==> src/rtl/serial_add_ctrl.sv <==
// Bit-serial add/subtract sequencer: one full adder, one operand bit pair per cycle, LSB first.
// Latency: accept on edge 0, done pulses in the cycle after edge WIDTH, ready again after edge WIDTH+1.
// Backpressure: start is honoured only while ready=1; requests while busy are dropped, never queued.

module fulladder (
  input  logic a,
  input  logic b,
  input  logic cin,
  output logic sum,
  output logic carry
);

  // Plain 1-bit full adder cell
  always_comb begin
    sum   = a ^ b ^ cin;
    carry = (a & b) | (a & cin) | (b & cin);
  end

endmodule

module serial_add_ctrl #(
  parameter int WIDTH = 8
) (
  input  logic             clk,
  input  logic             rst_n,
  input  logic             start,
  input  logic             sub,
  input  logic [WIDTH-1:0] op_a,
  input  logic [WIDTH-1:0] op_b,
  input  logic             abort,
  output logic             ready,
  output logic             busy,
  output logic             done,
  output logic [WIDTH-1:0] result,
  output logic             carry_out,
  output logic             overflow
);

  localparam int CW = $clog2(WIDTH);
  localparam logic [CW-1:0] LAST_BIT = CW'(WIDTH - 1);

  typedef enum logic [1:0] {
    S_IDLE = 2'd0,
    S_RUN  = 2'd1,
    S_DONE = 2'd2
  } state_t;

  state_t           state;
  logic [WIDTH-1:0] sh_a;
  logic [WIDTH-1:0] sh_b;
  logic [WIDTH-1:0] sh_r;
  logic [CW-1:0]    cnt;
  logic             c;

  logic             fa_sum;
  logic             fa_carry;

  // sh_r[0] is the oldest sum bit and simply falls off the end of the shift
  logic             unused_sh_r_lsb;
  assign unused_sh_r_lsb = sh_r[0];

  fulladder u_fa (
    .a     (sh_a[0]),
    .b     (sh_b[0]),
    .cin   (c),
    .sum   (fa_sum),
    .carry (fa_carry)
  );

  // Sequencer: operand load, per-bit shift/carry update, result capture and status flags
  always_ff @(posedge clk or negedge rst_n) begin
    if (!rst_n) begin
      state     <= S_IDLE;
      sh_a      <= '0;
      sh_b      <= '0;
      sh_r      <= '0;
      cnt       <= '0;
      c         <= 1'b0;
      result    <= '0;
      carry_out <= 1'b0;
      overflow  <= 1'b0;
      ready     <= 1'b1;
      busy      <= 1'b0;
      done      <= 1'b0;
    end else begin
      case (state)
        S_IDLE: begin
          done <= 1'b0;
          if (start) begin
            // Subtraction is A + ~B + 1: invert B here and seed the carry with 1
            sh_a  <= op_a;
            sh_b  <= sub ? ~op_b : op_b;
            c     <= sub;
            cnt   <= '0;
            state <= S_RUN;
            ready <= 1'b0;
            busy  <= 1'b1;
          end
        end

        S_RUN: begin
          if (abort) begin
            // Cancel wins over the last-bit capture; previous outputs are kept
            state <= S_IDLE;
            ready <= 1'b1;
            busy  <= 1'b0;
          end else begin
            sh_r <= {fa_sum, sh_r[WIDTH-1:1]};
            sh_a <= {1'b0, sh_a[WIDTH-1:1]};
            sh_b <= {1'b0, sh_b[WIDTH-1:1]};
            c    <= fa_carry;
            cnt  <= cnt + CW'(1);
            if (cnt == LAST_BIT) begin
              // Overflow: carry into the MSB differs from carry out of it
              result    <= {fa_sum, sh_r[WIDTH-1:1]};
              carry_out <= fa_carry;
              overflow  <= c ^ fa_carry;
              state     <= S_DONE;
              done      <= 1'b1;
            end
          end
        end

        S_DONE: begin
          state <= S_IDLE;
          done  <= 1'b0;
          busy  <= 1'b0;
          ready <= 1'b1;
        end

        default: begin
          state <= S_IDLE;
          done  <= 1'b0;
          busy  <= 1'b0;
          ready <= 1'b1;
        end
      endcase
    end
  end

endmodule

==> config.mk <==
export PLATFORM = sky130hd
export DESIGN_NAME = serial_add_ctrl
export DESIGN_NICKNAME = d
export VERILOG_FILES = /design/src/rtl/serial_add_ctrl.sv
export SDC_FILE = /design/constraint.sdc
export NUM_CORES = 1
export LEC_CHECK = 0
export CAP_MARGIN = 40
export CORE_MARGIN = 10
export CORE_UTILIZATION = 35
export DETAILED_ROUTE_END_ITERATION = 16
export PLACE_DENSITY = 0.59
export SLEW_MARGIN = 20
export SYNTH_ARGS = -nofsm -noshare
export SYNTH_HDL_FRONTEND = slang
export SYNTH_SLANG_ARGS = --single-unit
==> constraint.sdc <==
create_clock -name clk -period 2.7 [get_ports clk]
set_input_delay 0.54 -clock clk [delete_from_list [all_inputs] [get_ports clk]]
set_output_delay 0.54 -clock clk [all_outputs]
set_load 0.01 [all_outputs]
==> results_dict.tcl <==
set metrics [dict create \
    outcome "finished clean" \
    pin_count 34 \
    p_sw_uw 624 \
    synth.area.top_cells "dfrtp_1 (53%), mux2_2 (12%), mux2_1 (8.7%)" \
    dp.cells 244 \
    path_delay_family "flip-flops" \
    vias 1172 \
    die_h_um 94.3 \
    switching_share_pct 28.3 \
    drtPass1Iterations 2 \
    cts_buffer_depth 2 \
    wire_per_inst_um 14.2 \
    pwr-share-comb_pct 30.9 \
    syn_area_per_cell_um2 13.3 \
    p_int_uw 1580 \
    path_clk_slew_ns 0.07 \
    ys_ff_latch 42 \
    cts_num_sinks 42 \
    num_rows 26 \
    gp_congestion 0.679 \
    rsz0062_at_grt "no" \
    synthCells 145 \
    drive_above_1_share_pct 23.6 \
    cts_hold_buffers 0 \
    ys_types 25 \
    n_fill_cell 461 \
    grt_max_degree 24 \
    post_cts_buffers 0 \
    finClkSkew_ns 0.00581 \
    place_hpwl_um 2670 \
    drt-total-wl_um 3580 \
    p_seq_share_pct 47.5 \
    cts_buffers 5 \
    setup_slack_ns 0.811 \
    maxCapViolations 0 \
    period_share_pct 70.0 \
    die_w_um 94.3 \
    end_kind "primary output" \
    overflow 0 \
    preCtsSetupSlack_ns 0.552 \
    first_iter_violations 69 \
    htreeDepth 2 \
    post_cts_resized 0 \
    powerDensity_mw_per_mm2 899 \
    path_max_fanout 2 \
    tns_ns 0 \
    viasPerCell 4.65 \
    track_usage_pct 8.63 \
    required_ns 2.16 \
    tightest_slew_ns 0.544 \
    crit_buf_inv 1 \
    clkPwrFrac_pct 21.6 \
    yosysSeqAreaShare_pct 54.5 \
    startpoint_type "register" \
    grt_pass1_vias 1312 \
    post-synth-top-area-cell "dfrtp_1" \
    power.leakage_uw 0.00109 \
    antenna_found_initial 0 \
    cp_slowest_cell "dfstp_2" \
    r2r_end "result[1]$_DFFE_PN0P_" \
    reg2regPathDepth 3 \
    synth_top_cell_area_share_pct 53.1 \
    ys_warn_count 0 \
    relSlewSlack_pct 63.7 \
    setup_viol 0 \
    critPathKind "register to primary output" \
    num-nets-final 205 \
    initial_core_util_pct 36.9 \
    hold_viol 0 \
    hp-class "input pin to asynchronous set/reset pin" \
    r2r_start "state[0]$_DFFE_PN0P_" \
    finalNonFillerCells 252 \
    netlist_area_mm2 0.00193 \
    diodes 0 \
    root_buffer "clkbuf_8" \
    syn-num-nets 169 \
    core_mm2 0.00524 \
    rrSetupSlack_ns 0.85 \
    maxClockFrequency_ghz 0.529 \
    clk_latency_ns 0.29 \
    ant_nets 0 \
    portBuffers 33 \
    layout_min_cycle_time_ns 1.89 \
    slowest_delay_ns 0.53 \
    arrival_ns 1.35 \
    grt_pass1_wl_um 6110 \
    cts_tree "yes" \
    vdd_ir_drop_max_v 0.000331 \
    die-area_mm2 0.00889 \
    layout-area-overhead-vs-synth_pct 27.1 \
    drv_slew 0 \
    drc 0 \
    crit_chain "clkdlybuf4s50_1" \
]
-- registers in the layout (all words and copies together), names as in the netlist, 2 cells and up --
register	flops
sh_r	7
sh_a	8
cnt	3
sh_b	8
result	8
state	2
-- final cells by class --
| type | instances | area, µm² | share of cell area (%) |
|---|---|---|---|
| clock buffers | 5 | 68.8 | 2.80 |
| repair buffers | 37 | 375 | 15.3 |
| multi-input cells | 92 | 818 | 33.4 |
| flip-flops and latches | 42 | 1050 | 42.9 |
| well taps | 70 | 87.6 | 3.57 |
| inverters | 3 | 11.3 | 0.459 |
| clock inverters | 3 | 40.0 | 1.63 |
-- synth_stat cells, drive strengths merged --
| library cell | number |
|---|---|
| o21ai | 9 |
| xor2 | 1 |
| and2b | 1 |
| nand2 | 13 |
| fa | 1 |
| mux2i | 1 |
| xnor2 | 8 |
| nor2 | 3 |
| nand2b | 2 |
| inv | 3 |
| dfrtp | 41 |
| mux2 | 42 |
| nor2b | 3 |
| nor3b | 1 |
| ha | 2 |
| clkbuf | 1 |
| o21bai | 1 |
| a21oi | 4 |
| dfstp | 1 |
| buf | 7 |
-- per-stage QoR --
stage / hold slack [ns] / instance area [µm²] / power (µW) / utilization [%]
after global routing: 0.226 / 2450 / 2380 / 46.8
final: 0.211 / 2450 / 2210 / 46.8
after floorplan: 0.244 / 1930 / 1480 / -
after detailed placement: 0.478 / 2340 / 1760 / 44.8
after CTS: 0.219 / 2450 / 2250 / 46.8
after global placement: 0.460 / 2320 / 1720 / 44.2
-- power groups by stage --
stage	clock (µW)	combinational, µW	sequential, µW
floorplan	0	453	1030
global placement	0	669	1050
detailed placement	0	701	1060
CTS	496	702	1050
global route	524	766	1090
finish	476	682	1050
-- per-layer routing --
metal,GRT usage (%),share of wire (%)
met5,0,0
met2,14.2,49
met1,9.60,43
met4,2.66,1.2
met3,4.16,6.3
-- layout by cell type, fill, tap and decap left out --
cell             instances
a21oi_1                  3
a21oi_2                  1
and2b_1                  1
buf_16                   1
buf_2                    1
buf_4                    3
bufinv_16                1
clkbuf_8                 5
clkdlybuf4s50_1         32
clkinv_2                 2
dfrtp_1                 41
dfstp_2                  1
fa_1                     1
ha_1                     2
inv_1                    3
mux2_1                  15
mux2_2                  20
mux2_4                   7
mux2i_1                  1
nand2_1                 12
nand2_2                  1
nand2b_1                 2
nor2_1                   3
nor2b_1                  3
nor3b_1                  1
o21ai_0                  9
o21bai_1                 1
xnor2_1                  8
xor2_1                   1
-- cells by family after synthesis --
family | Yosys count | share of synthesized area [%]
XOR/XNOR | 9 | 4.08
adder cells (fa/ha/maj) | 3 | 2.33
buffers and inverters | 11 | 3.30
flip-flops | 42 | 54.5
AO/OA/AOI/OAI | 14 | 3.76
multiplexers | 43 | 26.4
AND/OR/NAND/NOR | 23 | 5.64
-- worst max-delay path by stage --
stage	from	to	cells after the start
final	ready$_DFFE_PN1P_	ready	1
after global routing	state[0]$_DFFE_PN0P_	result[1]$_DFFE_PN0P_	3
after CTS	ready$_DFFE_PN1P_	ready	1
after detailed placement	abort	result[1]$_DFFE_PN0P_	4
after global placement	abort	result[1]$_DFFE_PN0P_	4
after floorplan	abort	result[1]$_DFFE_PN0P_	5
Note: power is estimated with default switching activity, not from simulation.
